<file path="config.mk">
export PLATFORM = sky130hd
export DESIGN_NAME = fetch_unit
export DESIGN_NICKNAME = d
export VERILOG_FILES = /design/src/rtl/fetch_unit.sv
export SDC_FILE = /design/constraint.sdc
export NUM_CORES = 1
export LEC_CHECK = 0
export CAP_MARGIN = 20
export CORE_MARGIN = 2
export CORE_UTILIZATION = 25
export DETAILED_ROUTE_END_ITERATION = 8
export GPL_TIMING_DRIVEN = 0
export SETUP_SLACK_MARGIN = 0.1
export SYNTH_ARGS = -nofsm -noshare
export SYNTH_HDL_FRONTEND = slang
export SYNTH_SLANG_ARGS = --single-unit
</file>
<file path="constraint.sdc">
create_clock -name CLK -period 2.1 [get_ports CLK]
set_input_delay 0.63 -clock CLK [delete_from_list [all_inputs] [get_ports CLK]]
set_output_delay 0.63 -clock CLK [all_outputs]
set_load 0.01 [all_outputs]
</file>
<file path="src/rtl/fetch_unit.sv">
// Program counter / fetch stage with start-done handshake and a loadable branch-target LUT.
// Optional build macro FETCH_RELATIVE_BRANCH_EN makes LUT entries PC-relative offsets instead of absolute targets.
module fetch_unit #(
  parameter int unsigned PC_W   = 10,
  parameter int unsigned LUT_AW = 5,
  parameter int unsigned CNT_W  = 16
) (
  input  logic              CLK,
  input  logic              Reset_n,
  input  logic              start,
  input  logic [8:0]        inst,
  input  logic              jump_en,
  input  logic              branch_en,
  input  logic              halt,
  input  logic              lut_we,
  input  logic [LUT_AW-1:0] lut_waddr,
  input  logic [PC_W-1:0]   lut_wdata,
  output logic [PC_W-1:0]   pc,
  output logic              running,
  output logic              done,
  output logic [CNT_W-1:0]  cycle_cnt
);

  typedef enum logic [1:0] {
    S_IDLE,
    S_RUN,
    S_DONE
  } state_t;

  state_t state;

  logic [PC_W-1:0]   lut [0:(1<<LUT_AW)-1];
  logic [LUT_AW-1:0] lut_idx;
  logic [PC_W-1:0]   next_tgt;
  logic              unused_inst_bits;

  assign lut_idx          = inst[LUT_AW-1:0];
  assign unused_inst_bits = ^inst[8:LUT_AW];

  // No reset on the table: contents are software-loaded; a same-cycle write is seen only next cycle.
  always_ff @(posedge CLK) begin
    if (lut_we) lut[lut_waddr] <= lut_wdata;
  end

  always_comb begin
`ifdef FETCH_RELATIVE_BRANCH_EN
    next_tgt = pc + lut[lut_idx];
`else
    next_tgt = lut[lut_idx];
`endif
  end

  always_ff @(posedge CLK or negedge Reset_n) begin
    if (!Reset_n) begin
      state     <= S_IDLE;
      pc        <= '0;
      running   <= 1'b0;
      done      <= 1'b0;
      cycle_cnt <= '0;
    end else begin
      case (state)
        S_IDLE, S_DONE: begin
          if (start) begin
            state     <= S_RUN;
            pc        <= '0;
            cycle_cnt <= '0;
            running   <= 1'b1;
            done      <= 1'b0;
          end
        end
        S_RUN: begin
          if (cycle_cnt != '1) cycle_cnt <= cycle_cnt + 1'b1;
          if (halt) begin
            state   <= S_DONE;
            running <= 1'b0;
            done    <= 1'b1;
          end else if (jump_en || branch_en) begin
            pc <= next_tgt;
          end else if (pc == '1) begin
            state   <= S_DONE;
            running <= 1'b0;
            done    <= 1'b1;
          end else begin
            pc <= pc + 1'b1;
          end
        end
        default: begin
          state   <= S_IDLE;
          running <= 1'b0;
          done    <= 1'b0;
        end
      endcase
    end
  end

endmodule

</file>
==> metrics.md <==
| Metric | Value |
|---|---|
| Total power | `15.7 mW` |
| Final hold vios | `0` |
| Antenna cells | `0` |
| Worst-margin pin slew | `1.05 ns` |
| R2r setup slk | `0.20 ns` |
| Register share of total power | `50.4%` |
| Number of buffers added on ports | `49` |
| Post-synthesis register bit count | `348` |
| Clk slew on worst S/H paths | `0.06 ns` |
| Yosys top cell area share | `68.8%` |
| Clock Latency Late Sink | `0.55 ns` |
| Final min period | `2.04 ns` |
| Nature of the critical path startpoint | `input pin` |
| Critical path capture point type | `flip-flop` |
| Drt pass-1 iters | `5` |
| Final ANT Viol Nets | `0` |
| Status | `finished, final reports clean` |
| I/O pin total | `59` |
| GP Congestion | `0.837` |
| TritonCTS clock tree | `yes` |
| Most common cell in the synthesized netlist | `edfxtp_1` |
| Remaining DRCs | `0` |
| MaxCap Viol Count | `0` |
| PwrDens | `883 nW/um^2` |
| Slowest stage delay, CP | `0.72 ns` |
| Fraction of registers with async set/reset | `8.05%` |
| Die Y | `240 um` |
| DP HPWL | `23.2 mm` |
| Routed vias/inst | `4.66` |
| Crit Path Category | `input pin to flip-flop` |
| H-tree depth | `2` |
| Fmax | `491 MHz` |
| Final WL | `35.9 mm` |
| Final hold slack | `0.481 ns` |
| Synth cell count leaders | `edfxtp_1, mux4_2, nor2_1, dfrtp_1, nand2_1` |
| Initial antenna violation count | `1` |
| Vias in the first global route | `7619` |
| Number of library cell types mapped by synthesis | `50` |
| Post-synthesis cell count | `719` |
| Main area contributors after synthesis | `edfxtp_1, mux4_2, dfrtp_1, nor2_1, mux2i_1` |
| Max-slew violation count | `0` |
| CTS max path bufs | `3` |
| Fin crit share | `97.0%` |
| Non-filler cells, final | `1641` |
| Layout fillers | `5248` |
| Top_reg_cell synth | `edfxtp_1` |
| Setup TNS | `0 ns` |
| Initial Util | `25.3%` |
| GRT Resource Usage Total | `12.5%` |
| GRT Residual Overflow | `0` |
| Yosys top cell by area | `edfxtp_1` |
| Largest net degree at the start of global routing | `33` |
| Endpoints failing setup | `0` |
| CP max stage cell | `clkdlybuf4s50_1` |
| Delay-heaviest family, CP | `simple AND/OR/NAND/NOR gates` |
| Sw frac | `24.1%` |
| Clock Power Share | `39.4%` |
| YS warnings | `0` |
| Clock Skew | `0.0161 ns` |
| Design Area, Final | `17800 um^2` |
| Mapped Nets | `752` |
| RSZ-0062 raised after global routing | `true` |
| Clock Sinks | `348` |
| DRT iter0 DRCs | `869` |
| Hold Buf Count CTS | `0` |
| Area of the core | `55200 um^2` |
| Leak Pwr | `5.79 nW` |
| Share of layout cells above drive strength 1 | `32.7%` |
| Register area share after synthesis | `73.8%` |
| Die ar. | `57800 um^2` |
| Combinational power share | `10.2%` |
| Crit path DAT | `2.21 ns` |
| Wire length of the first global-routing pass | `52.2 mm` |
| Area of placed instances | `15700 um^2` |
| CTS Buf Count | `36` |
| Row cnt | `86` |
| Relative slew margins | `29.8%` |
| Layout area overhead | `27.7%` |
| DR vias | `7653` |
| Fin nets | `899` |
| Internal power | `12.0 mW` |
| Worst hold path class | `input pin to async pin` |
| Syn Std Cell Area | `14000 um^2` |
| Psw | `3.79 mW` |
| Worst EP required | `2.28 ns` |
| Peak supply drop | `0.515 mV` |
| Placed insts | `1531` |
| CTS root buffer | `clkbuf_16` |
| EDFF count, synth | `320` |
| CP max FO | `10` |
| Mean Syn Cell Area | `19.4 um^2` |
| Buffers & Inverters on Critical Path | `1` |
| Chip width | `240 um` |
| CP cell instances | `clkdlybuf4s50_1 -> nand2_1 -> nor2_2` |
| Wire per inst | `21.8 um` |
## per-layer routing
layer	up-vias	global-route usage, %	share of wire, %	wire length (um)
li1	3257	-	-	-
met1	4035	17.8	44	15700
met2	318	18.7	45	16100
met3	41	3.43	9.7	3470
met4	2	3.03	1.7	613
met5	-	0	0.039	14
## cells in the final DEF, fill, tap and decap left out, drive strengths merged, types with 7 or more instances in the layout
master / Yosys / final
buf: 22 / 78
clkbuf: 11 / 57
clkdlybuf4s50: 0 / 19
clkinv: 0 / 21
dfrtp: 28 / 28
dlygate4sd2: 0 / 29
edfxtp: 320 / 320
mux2i: 16 / 16
mux4: 88 / 88
nand2: 26 / 26
nand2b: 9 / 9
nand3: 18 / 18
nand4: 7 / 7
nor2: 63 / 63
o21ai: 13 / 13
o22ai: 7 / 7
xnor2: 7 / 7
## stage by stage
step | setup WS [ns] | util (%)
3_5_place_dp | -1.16 | 28.4
3_3_place_gp | -1.20 | 28.1
2_1_floorplan | -0.0369 | -
6_report | 0.0635 | 32.3
4_1_cts | -0.140 | 31.6
5_1_grt | 0.0316 | 32.3
## power groups by stage
stage | Sequential, mW | Clock [mW] | Combinational (mW)
2_1_floorplan | 8.09 | 0 | 0.709
4_1_cts | 7.93 | 6.31 | 1.54
3_3_place_gp | 8.07 | 0 | 1.46
3_5_place_dp | 8.09 | 0 | 1.50
5_1_grt | 7.95 | 6.61 | 1.72
6_report | 7.93 | 6.20 | 1.61
## final cells by class
type / count / area, um^2 / share of cell area [%]
clock buffers: 42 / 945 / 5.30
multi-input cells: 334 / 3790 / 21.2
well taps: 748 / 936 / 5.25
plain buffers: 32 / 370 / 2.08
clock inverters: 23 / 200 / 1.12
flip-flops and latches: 348 / 10300 / 57.9
inverters: 4 / 15.0 / 0.0842
repair buffers: 110 / 1260 / 7.05
## cell families after synthesis
| kind of cell | Yosys count | share of synthesized area [%] |
|---|---|---|
| simple gates | 157 | 5.39 |
| compound gates | 57 | 2.84 |
| fa+ha+maj | 2 | 0.179 |
| flops | 348 | 73.8 |
| xor+xnor | 11 | 0.690 |
| buf+inv | 37 | 1.49 |
| mux | 107 | 15.6 |
## state kept, by name, summed over array words and instances, names as in the netlist
signal	count
cycle_cnt	16
done	1
pc	10
lut	320
state	1
## worst paths after layout
kind	startpoint	endpoint	cells past startpoint
hold reg to reg	pc[8]$_DFFE_PN0P_	pc[8]$_DFFE_PN0P_	1
min in group CLK	pc[8]$_DFFE_PN0P_	pc[8]$_DFFE_PN0P_	1
setup reg to reg	state[0]$_DFFE_PN0P_	pc[8]$_DFFE_PN0P_	7
setup / recovery	lut_waddr[4]	lut[17][0]$_DFFE_PP_	3
hold / removal	Reset_n	cycle_cnt[1]$_DFFE_PN0P_	1
max in group asynchronous	Reset_n	pc[2]$_DFFE_PN0P_	2
## what timing repair did
action | in CTS | in global routing
gates cloned | 0 | 1
pin swaps | 11 | 5
setup endpoints to repair | 336 | 151
buffers inserted | 32 | 6
resized for setup | 102 | 40
Note: power is estimated with default switching activity, not from simulation.
==> RTL edit 1, RTL diff (same settings) <==
Make the reset (`Reset_n`) synchronous in one clocked block.
--- a/src/rtl/fetch_unit.sv
+++ b/src/rtl/fetch_unit.sv
@@ -52,3 +52,3 @@
 
-  always_ff @(posedge CLK or negedge Reset_n) begin
+  always_ff @(posedge CLK) begin
     if (!Reset_n) begin
Formal check against the unedited RTL: differs if Reset_n is asserted again (counterexample within 4 cycles, from zero or initial values and one cycle with Reset_n low); with Reset_n held inactive, the same outputs for 4 cycles.
==> RTL edit 1 against the original RTL <==
Global-route usage up 0.42 points. Worst setup slack better by 0.015 ns. Critical path depth up 4. Die area up 0.96%. Fmax up 0.74%. Combinational power down 32%. Design area up 0.22%. Sequential share of layout area down 0.87 points. Sequential cell count unchanged. Clock power down 2%. Wire length up 5.8%. Critical path type unchanged. Total power down 5.9%. Critical endpoint is now pc[3]$_SDFFE_PN0P_. Area after synthesis up 0.98%. Sequential power down 3.2%.
==> RTL edit 1: results (changes against the original RTL) <==
| Metric | Value |
|---|---|
| Status | finished clean (unchanged) |
| Slew HR | 48.6% (was 29.8%) |
| Worst Skew | 0.0134 ns (was 0.0161 ns) |
| Fillers | 5,374 (was 5,248) |
| Placed Cells | 1,593 (was 1,531) |
| Met3 wire len | 2870 um (was 3470 um) |
| Antenna violations before repair | 0 (was 1) |
| Clk_buf instances | 47 (was 42) |
| First-pass GRT wire length | 54,100 um (was 52,200 um) |
| Non-clk invs | 5 (was 4) |
| Leak | 5.66 nW (was 5.79 nW) |
| Clock-cell share of area | 6.01% (was 6.42%) |
| Synth Area in XOR/XNOR | 0.497% (was 0.690%) |
| Met1 Usage GRT | 18.4% (was 17.8%) |
| Mapped cell area | 0.0141 mm2 (was 0.0140 mm2) |
| Dpl ws | -1.62 ns (was -1.16 ns) |
| Signal buffers share of area | 8.57% (was 9.13%) |
| Tmin final | 2.02 ns (was 2.04 ns) |
| WL met2 | 17,400 um (was 16,100 um) |
| IR drop worst, VDD | 495 uV (was 515 uV) |
| Wire length on met1 | 16,700 um (was 15,700 um) |
| Worst hold path class | flip-flop to flip-flop (was input port to async pin) |
| # port buffers | 51 (was 49) |
| Fraction of layout cells with a size suffix above 1 | 29.6% (was 32.7%) |
| Cell family with most CP delay | buffers and inverters (was simple AND/OR/NAND/NOR gates) |
| Routed WL per cell | 22.6 um (was 21.8 um) |
| Share of flip-flops with an asynchronous set or reset | 0% (was 8.05%) |
| Buffers excl. clock | 131 (was 142) |
| Nets | 937 (was 899) |
| CP max stage cell | a221oi_1 (was clkdlybuf4s50_1) |
| Gate Count Post-Synth | 774 (was 719) |
| Seq cells | 348 (unchanged) |
| R2R setup slack | 0.22 ns (was 0.20 ns) |
| Hpwl dp | 25,200 um (was 23,200 um) |
| Worst Setup SP | inst[2] (was lut_waddr[4]) |
| Routed vias/inst | 4.80 (was 4.66) |
| Sequential share of cell area | 57.0% (was 57.9%) |
| Adder-cell share of the synthesized area | 0.177% (was 0.179%) |
| Core Util, Final | 31.9% (was 32.3%) |
[RTL edit 1: changes by cell type after synthesis, sizes merged, moves of 12 or more]
cell   change
dfrtp     -28
nand2     +12
mux4      -13
dfxtp     +28
nor2      -13
mux2i     +13
[RTL edit 1: logic make-up after synthesis]
group | after synthesis
AO/OA/AOI/OAI | 78
XOR/XNOR | 8
adder cells (fa/ha/maj) | 2
buffers and inverters | 44
flip-flops | 348
multiplexers | 107
AND/OR/NAND/NOR | 187
[RTL edit 1: what timing repair did]
item | 4_1_cts | 5_1_grt
endpoints found under the hold margin | 0 | 0
buffers inserted | 13 | 12
resized for setup | 157 | 28
pin swaps | 10 | 13
endpoints found under the setup margin | 348 | 191
[RTL edit 1: tightest hold or removal path, delay by kind of cell, from the launching register on]
kind             cells  cell delay, ns
AO/OA/AOI/OAI        1            0.05
AND/OR/NAND/NOR      1            0.06
flip-flops           1            0.34
[RTL edit 1: worst min-delay path by stage]
stage	from	end	slack, ns	cells past startpoint
final	cycle_cnt[3]$_SDFFE_PN0P_	cycle_cnt[3]$_SDFFE_PN0P_	0.49	2
after global routing	done$_SDFFE_PN0P_	done$_SDFFE_PN0P_	0.51	2
after global placement	cycle_cnt[6]$_SDFFE_PN0P_	cycle_cnt[6]$_SDFFE_PN0P_	0.47	2
after CTS	cycle_cnt[3]$_SDFFE_PN0P_	cycle_cnt[3]$_SDFFE_PN0P_	0.49	2
after floorplan	cycle_cnt[6]$_SDFFE_PN0P_	cycle_cnt[6]$_SDFFE_PN0P_	0.50	2
after detailed placement	cycle_cnt[6]$_SDFFE_PN0P_	cycle_cnt[6]$_SDFFE_PN0P_	0.48	2
[RTL edit 1: power breakdown]
part	internal [mW]	switching, mW	leakage [nW]
combinational	0.440	0.649	2.02
clock	3.38	2.67	0.521
sequential	7.65	0.0345	3.11
==> RTL edit 2, RTL diff (same settings) <==
Without the edit above. The parameter `LUT_AW` goes from 5 to 6.
--- a/src/rtl/fetch_unit.sv
+++ b/src/rtl/fetch_unit.sv
@@ -4,3 +4,3 @@
   parameter int unsigned PC_W   = 10,
-  parameter int unsigned LUT_AW = 5,
+  parameter int unsigned LUT_AW = 6,
   parameter int unsigned CNT_W  = 16
Interface: changed (resized lut_waddr); port bits go from 59 to 60. The function was not compared with the original's and may differ.
==> RTL edit 2 against the original RTL <==
The run now ends with setup timing left. Die area rose by 89%. Sequential cell count up 321. Worst setup slack lost 0.23 ns. Clock skew grew 0.0033 ns. Sequential power grew 90%. Design area rose by 92%. Total power grew 93%. Via count grew 92%. Area after synthesis up 91%. Final cell count is 84% higher. Wire length grew 120%. Critical path type unchanged. Critical endpoint is now pc[5]$_DFFE_PN0P_. Largest power group unchanged.
==> RTL edit 2: results (changes against the original RTL) <==
| Metric | Value |
|---|---|
| RePlAce Congestion | 0.945 (was 0.837) |
| Antenna violations before repair | 7 (was 1) |
| Worst EP arrival | 2.82 ns (was 2.21 ns) |
| Skew-Pair Late Insertion Delay | 0.61 ns (was 0.55 ns) |
| Placed Cells | 2,785 (was 1,531) |
| Ant. Diodes | 1 (was 0) |
| DP Area | 0.0296 mm2 (was 0.0157 mm2) |
| Core Util, Final | 32.4% (was 32.3%) |
| Vias in the first global route | 14,642 (was 7,619) |
| Area of the multi-input gates | 0.00716 mm2 (was 0.00379 mm2) |
| CP max FO | 7 (was 10) |
| R2R setup slack | -0.10 ns (was 0.20 ns) |
| Clk sinks | 669 (was 348) |
| Gate Count Post-Synth | 1,306 (was 719) |
| Post-synth EDFFs | 640 (was 320) |
| Largest net degree at the start of global routing | 63 (was 33) |
| NetSw | 7.07 mW (was 3.79 mW) |
| Final setup fails | 10 (was 0) |
| Sequential cell area fraction in the yosys report | 74.8% (was 73.8%) |
| Post-route setup slack | -0.170 ns (was 0.0635 ns) |
| First-pass GRT wire length | 112,000 um (was 52,200 um) |
| Reg area | 0.0200 mm2 (was 0.0103 mm2) |
| Violated checks | setup timing |
| IR drop worst, VDD | 497 uV (was 515 uV) |
| Cts bufs inserted | 70 (was 36) |
| Fillers | 9,940 (was 5,248) |
| Synth area leaders | edfxtp_1, mux4_2, dfrtp_1 (unchanged) |
| Status | finished with violations (was finished clean) |
| Worst Skew | 0.0193 ns (was 0.0161 ns) |
| Share of flip-flops with an asynchronous set or reset | 4.33% (was 8.05%) |
-- RTL edit 2: changes by cell type after synthesis, moves of 11 or more --
cell,before,now
edfxtp_1,320,640
mux2i_1,16,61
mux4_2,88,133
nor2_1,63,93
mux4_1,0,23
a22oi_1,1,22
nand2_1,26,42
buf_2,10,21
xor2_1,4,15
-- RTL edit 2: layer usage --
layer  vias to the layer above  GRT usage, %  wire length, um
li1                       5966             -                -
met1                      7830          19.1            32200
met2                       716          23.6            38400
met3                       145          3.89             7150
met4                        12          4.41             2300
met5                         -             0               68
-- RTL edit 2: logic make-up after synthesis --
group,share of synthesized area [%]
DFF,74.8
xor gates and xnor gates,0.624
buffers and inverters,1.84
and+or+nand+nor,4.25
adders and majority gates,0.0939
AOI/OAI and AO/OA,2.48
muxes,15.9
-- RTL edit 2: what timing repair did --
action | CTS | global route
endpoints found under the setup margin | 681 | 140
pin swaps | 47 | 27
setup buffers | 87 | 25
gates resized for setup | 319 | 52
gates cloned | 1 | 0
